--- config.mk ---
export PLATFORM = sky130hd
export DESIGN_NAME = branch_resolver
export DESIGN_NICKNAME = d
export VERILOG_FILES = /design/src/rtl/branch_resolver_pkg.sv /design/src/rtl/branch_resolver_flush_sequencer.sv /design/src/rtl/branch_resolver.sv
export SDC_FILE = /design/constraint.sdc
export NUM_CORES = 1
export LEC_CHECK = 0
export ABC_AREA = 1
export CORE_ASPECT_RATIO = 0.5
export CORE_MARGIN = 2
export CORE_UTILIZATION = 45
export CTS_CLUSTER_DIAMETER = 200
export CTS_CLUSTER_SIZE = 20
export DETAILED_ROUTE_END_ITERATION = 7
export PLACE_DENSITY = 0.75
export SLEW_MARGIN = 30
export SYNTH_ARGS = -nofsm -noshare
export SYNTH_HDL_FRONTEND = slang
export SYNTH_HIERARCHICAL = 1
export SYNTH_SLANG_ARGS = --single-unit
export TNS_END_PERCENT = 30
--- constraint.sdc ---
create_clock -name clock_i -period 4.6 [get_ports clock_i]
set_input_delay 0.69 -clock clock_i [delete_from_list [all_inputs] [get_ports clock_i]]
set_output_delay 0.69 -clock clock_i [all_outputs]
set_load 0.01 [all_outputs]
--- src/rtl/branch_resolver_pkg.sv ---
`default_nettype none
// +----------------------------------------------------------------------------+
// | branch_resolver_pkg                                                        |
// | Shared types and constants for the stage-3 branch resolver.                |
// | Revision: 1.0                                                              |
// +----------------------------------------------------------------------------+
package branch_resolver_pkg;

  localparam int c_xlen_def        = 32;
  localparam int c_flush_depth_def = 2;

  typedef logic [c_xlen_def-1:0] word_t;

  localparam int c_cmp_eq = 0;
  localparam int c_cmp_ne = 1;
  localparam int c_cmp_lt = 2;
  localparam int c_cmp_ge = 3;

  typedef enum logic [1:0] {
    ST_IDLE     = 2'd0,
    ST_REDIRECT = 2'd1,
    ST_FLUSH    = 2'd2
  } state_t;

endpackage
`default_nettype wire

--- src/rtl/branch_resolver_flush_sequencer.sv ---
`default_nettype none
// +----------------------------------------------------------------------------+
// | branch_resolver_flush_sequencer                                            |
// | Redirect/flush state machine with a down-counter of remaining flush cycles.|
// | Revision: 1.0                                                              |
// +----------------------------------------------------------------------------+
module branch_resolver_flush_sequencer
  import branch_resolver_pkg::*;
#(
  parameter int FLUSH_DEPTH = c_flush_depth_def
) (
  input  logic   clock_i,
  input  logic   reset_i,
  input  logic   start_i,
  input  logic   stall_i,
  output logic   redirect_o,
  output logic   flush_front_o,
  output state_t state_o
);

  // Counter holds the FLUSH cycles still owed after the REDIRECT cycle.
  localparam logic [2:0] c_cnt_init = 3'(FLUSH_DEPTH - 1);

  state_t     state_q, state_d;
  logic [2:0] cnt_q, cnt_d;

  always_ff @(posedge clock_i or posedge reset_i) begin
    if (reset_i) begin
      state_q <= ST_IDLE;
      cnt_q   <= 3'd0;
    end else begin
      state_q <= state_d;
      cnt_q   <= cnt_d;
    end
  end

  always_comb begin
    state_d = state_q;
    cnt_d   = cnt_q;
    if (!stall_i) begin
      unique case (state_q)
        ST_IDLE: begin
          if (start_i) begin
            state_d = ST_REDIRECT;
            cnt_d   = c_cnt_init;
          end
        end
        ST_REDIRECT: state_d = (cnt_q == 3'd0) ? ST_IDLE : ST_FLUSH;
        ST_FLUSH: begin
          cnt_d = cnt_q - 3'd1;
          if (cnt_q == 3'd1) state_d = ST_IDLE;
        end
        default: state_d = ST_IDLE;
      endcase
    end
  end

  assign redirect_o    = (state_q == ST_REDIRECT);
  assign flush_front_o = (state_q != ST_IDLE);
  assign state_o       = state_q;

endmodule
`default_nettype wire

--- src/rtl/branch_resolver.sv ---
`default_nettype none
// +----------------------------------------------------------------------------+
// | branch_resolver                                                            |
// | Resolves stage-3 branches/jumps, issues registered redirects and flushes.  |
// | Revision: 1.0                                                              |
// +----------------------------------------------------------------------------+
module branch_resolver
  import branch_resolver_pkg::*;
#(
  parameter int XLEN        = c_xlen_def,
  parameter int FLUSH_DEPTH = c_flush_depth_def,
  parameter int CNT_W       = 32
) (
  input  logic             clock_i,
  input  logic             reset_i,
  input  logic             stall_i,
  input  logic             valid_i,
  input  logic             is_branch_i,
  input  logic             is_jump_i,
  input  logic             is_jalr_i,
  input  logic [1:0]       cond_sel_i,
  input  logic [3:0]       compare_async_i,
  input  logic [XLEN-1:0]  pc_i,
  input  logic [XLEN-1:0]  imm_i,
  input  logic [XLEN-1:0]  jump_target_i,
  output logic             redirect_o,
  output logic [XLEN-1:0]  redirect_pc_o,
  output logic             flush_front_o,
  output logic             misalign_fault_o,
  output logic [CNT_W-1:0] branch_count_o,
  output logic [CNT_W-1:0] taken_count_o
);

  state_t          w_state;
  logic            w_resolve, w_taken, w_aligned, w_start, w_fault, w_count_branch;
  logic [XLEN-1:0] w_target;

  logic             misalign_q, misalign_d;
  logic [XLEN-1:0]  redirect_pc_q, redirect_pc_d;
  logic [CNT_W-1:0] branch_count_q, branch_count_d;
  logic [CNT_W-1:0] taken_count_q, taken_count_d;

  // Wrong-path instructions arriving during REDIRECT/FLUSH are never resolved.
  assign w_resolve      = (w_state == ST_IDLE) & valid_i & ~stall_i;
  assign w_taken        = is_jump_i | (is_branch_i & compare_async_i[cond_sel_i]);
  assign w_target       = is_jalr_i ? (jump_target_i & ~XLEN'(1)) : (pc_i + imm_i);
  assign w_aligned      = (w_target[1:0] == 2'b00);
  assign w_start        = w_resolve & w_taken & w_aligned;
  assign w_fault        = w_resolve & w_taken & ~w_aligned;
  assign w_count_branch = w_resolve & is_branch_i & ~is_jump_i;

  branch_resolver_flush_sequencer #(
    .FLUSH_DEPTH (FLUSH_DEPTH)
  ) u_seq (
    .clock_i       (clock_i),
    .reset_i       (reset_i),
    .start_i       (w_start),
    .stall_i       (stall_i),
    .redirect_o    (redirect_o),
    .flush_front_o (flush_front_o),
    .state_o       (w_state)
  );

  always_comb begin
    misalign_d     = misalign_q;
    redirect_pc_d  = redirect_pc_q;
    branch_count_d = branch_count_q;
    taken_count_d  = taken_count_q;
    if (!stall_i) begin
      misalign_d = w_fault;
      if (w_start) begin
        redirect_pc_d = w_target;
        taken_count_d = taken_count_q + CNT_W'(1);
      end
      if (w_count_branch) branch_count_d = branch_count_q + CNT_W'(1);
    end
  end

  always_ff @(posedge clock_i or posedge reset_i) begin
    if (reset_i) begin
      misalign_q     <= 1'b0;
      redirect_pc_q  <= '0;
      branch_count_q <= '0;
      taken_count_q  <= '0;
    end else begin
      misalign_q     <= misalign_d;
      redirect_pc_q  <= redirect_pc_d;
      branch_count_q <= branch_count_d;
      taken_count_q  <= taken_count_d;
    end
  end

  assign misalign_fault_o = misalign_q;
  assign redirect_pc_o    = redirect_pc_q;
  assign branch_count_o   = branch_count_q;
  assign taken_count_o    = taken_count_q;

endmodule
`default_nettype wire

==> impl_metrics.py <==
metrics = {
    "setup_path": {
        "cp-end-kind": "flip-flop",
        "cp.required_ns": 4.83,
        "ff2ff_path_depth": 7,
        "slowest_delay_ns": 0.51,
        "critical_path_class": "input pin to flip-flop",
        "path_cells": "clkdlybuf4s50_1, ha_1, fa_1, nor2_1, nor2_1, a21oi_1, nand3_2, inv_2, inv_1, nand2_2, nand3_2, nand2_1, nand2_1",
        "worstPathMaxFanout": 33,
        "cp_slowest_cell": "a21oi_1",
        "start_kind": "input pin",
        "critPathArrivalTime_ns": 3.50,
    },
    "cells_and_area": {
        "multi_input_area_mm2": 0.00440,
        "fillers": 1567,
        "register_area_mm2": 0.00255,
        "nNetsFinal": 1540,
        "design_area_mm2": 0.0103,
        "drive_above_1_share_pct": 3.00,
        "area_delta_synth_final_pct": 33.8,
        "antenna_cells": 0,
    },
    "global_routing": {
        "overflow": 0,
        "first_global_vias": 7345,
        "grt_max_degree": 80,
        "grt_first_pass_wirelength_um": 35800,
        "antenna_found_initial": 0,
        "grt_use_total_pct": 23.8,
    },
    "die": {
        "die_width_um": 189,
        "fp.dieArea_mm2": 0.0183,
        "initial_core_util_pct": 46.6,
        "floorplan.io_pins": 208,
        "num_rows": 33,
        "core-area_mm2": 0.0166,
        "die_h_um": 96.7,
    },
    "routing": {
        "vias": 7935,
        "drtIter0Drc": 513,
        "viasPerCell": 4.88,
        "drtAntennaViolNets": 0,
        "totalWireLength_um": 21900,
        "wl_per_cell_um": 13.5,
        "drc_errors": 0,
        "first_pass_iters": 6,
    },
    "synthesis": {
        "synthDistinctLibCells": 36,
        "synth-seq-area-share_pct": 33.0,
        "synth_top_flop_cell": "dfrtp_1",
        "syn-instance-count": 1192,
        "yosys_warnings": 6,
        "synth_edf_count": 0,
        "syn-num-nets": 1338,
        "synth_area_per_cell_um2": 6.49,
        "netlist_area_mm2": 0.00773,
        "async_flop_share_pct": 100,
        "ys_ff_latch": 102,
    },
    "run": {
        "drv_cap": 0,
    },
    "placed_design": {
        "io_buffers": 206,
        "routabilityCongestion": 0.896,
        "hpwl_um": 17500,
        "dpl-instance-area_mm2": 0.0100,
    },
    "sta": {
        "period_share_pct": 71.1,
        "min_period_ns": 3.27,
        "worst_pin_slew_ns": 0.871,
        "max_freq_mhz": 306,
        "rsz0062_at_grt": "false",
        "finalHoldViolations": 0,
        "finalSetupViolCount": 0,
        "hold_slack_ns": 0.479,
        "max_slew_margin_pct": 41.9,
        "fin_skew_ns": 0.00509,
        "tns_ns": 0,
        "maxSlewViolCount": 0,
    },
    "clock_tree": {
        "cts_tree": "yes",
        "htree_levels": 3,
        "clock-sinks": 102,
        "cts_buffers": 9,
        "cts_resized": 0,
        "cts-root-buf": "clkbuf_16",
        "clk_latency_ns": 0.34,
        "postCtsSetupRepairBufs": 0,
        "clk_pin_slew_ns": 0.07,
        "cts_buffer_depth": 2,
        "postCtsHoldBufs": 0,
    },
    "power_and_ir_drop": {
        "power_leakage_nw": 5.43,
        "ir_worst_vdd_mv": 0.182,
        "power_density_mw_per_mm2": 302,
        "total_power_mw": 3.12,
    },
    "hold_path": {
        "holdPathStages": 2,
        "min_path_type": "flip-flop to flip-flop",
    },
    "run_status": {
        "status": "completed",
    },
}
[registers in the layout, summed over array words and instances (netlist names)]
signal	cells
branch_count_o	32
redirect_pc_o	32
taken_count_o	32
u_seq/cnt_q	3
u_seq/state_o	2
misalign_fault_o	1
[worst paths after layout]
kind | slack (ns) | end | start
setup / recovery | 1.33 | u_seq/cnt_q[2] | pc_i[0]
hold / removal | 0.48 | redirect_pc_o[0] | redirect_pc_o[0]
setup reg to reg | 2.59 | branch_count_o[24] | u_seq/state_o[1]
hold reg to reg | 0.48 | redirect_pc_o[0] | redirect_pc_o[0]
max in group asynchronous | 2.98 | redirect_pc_o[30] | reset_i
min in group asynchronous | 0.66 | u_seq/cnt_q[1] | reset_i
[cells in the final DEF (no fill, tap or decap), drive strengths merged, types with 4 or more instances in the layout]
cell | netlist | layout
nand2 | 449 | 449
clkdlybuf4s50 | 0 | 206
inv | 186 | 186
nor2 | 130 | 130
dfrtp | 102 | 102
nand3 | 71 | 71
xor2 | 46 | 46
ha | 36 | 36
nor3 | 34 | 34
a21oi | 33 | 33
o21ai | 26 | 26
xnor2 | 25 | 25
nand4 | 16 | 16
clkbuf | 9 | 10
nor4 | 4 | 4
a21boi | 4 | 4
[area by class of cell]
type	count	area share, %
Timing Repair Buffer	209	20.1
Sequential cell	102	24.7
Clock inverter	6	0.822
Clock buffer	10	2.31
Multi-Input combinational cell	886	42.5
Tap cell	227	2.74
Inverter	186	6.77
[power breakdown]
group | total (mW) | switching, mW | internal (mW)
registers | 1.18 | 0.135 | 1.05
logic | 1.12 | 0.567 | 0.550
clock network | 0.821 | 0.331 | 0.490
[cell families (layout without fill, tap and decap cells)]
logic type,count (synthesis),count (layout),share of synthesized area [%]
AND/OR/NAND/NOR,709,709,38.0
buffers and inverters,204,411,10.1
AO/OA/AOI/OAI,69,69,4.84
adder cells (fa/ha/maj),37,37,6.08
XOR/XNOR,71,71,8.04
flip-flops,102,102,33.0
[synth_stat cells (4+ instances only)]
cell type / n / area [um2]
nor2_2: 4 / 25.0
ha_1: 36 / 450
buf_2: 7 / 35.0
nand2_1: 446 / 1670
nor3_1: 31 / 155
nand3_1: 67 / 335
inv_2: 6 / 22.5
a21oi_1: 33 / 165
nand4_1: 16 / 100
dfrtp_1: 102 / 2550
nand3_2: 4 / 40.0
xor2_1: 46 / 403
nor4_1: 4 / 25.0
xnor2_1: 25 / 219
o21ai_0: 24 / 120
clkbuf_1: 9 / 33.8
a21boi_0: 4 / 30.0
inv_1: 180 / 676
nor2_1: 125 / 469
[per-layer routing]
metal	up-vias	GRT usage (%)	part of all wire (%)
met1	3617	33.1	47
met5	-	0	0
met4	0	4.89	1.4
met2	218	39.9	46
li1	4076	-	-
met3	24	2.98	5.0
[metrics by stage]
stage               setup slack, ns  utilization [%]  instances
floorplan                      1.38                -       1192
finish                         1.33             62.3       1626
global placement               1.08             60.4       1610
detailed placement             1.02             60.4       1610
CTS                            1.37             62.3       1626
global route                   1.09             62.3       1626
[worst max-delay path, delay by kind of cell]
kind	cells	cell delay, ns
adder cells (fa/ha/maj)	2	0.60
AND/OR/NAND/NOR	7	0.66
AO/OA/AOI/OAI	1	0.51
buffers and inverters	3	1.04
Power figures use the tool's default switching activity.
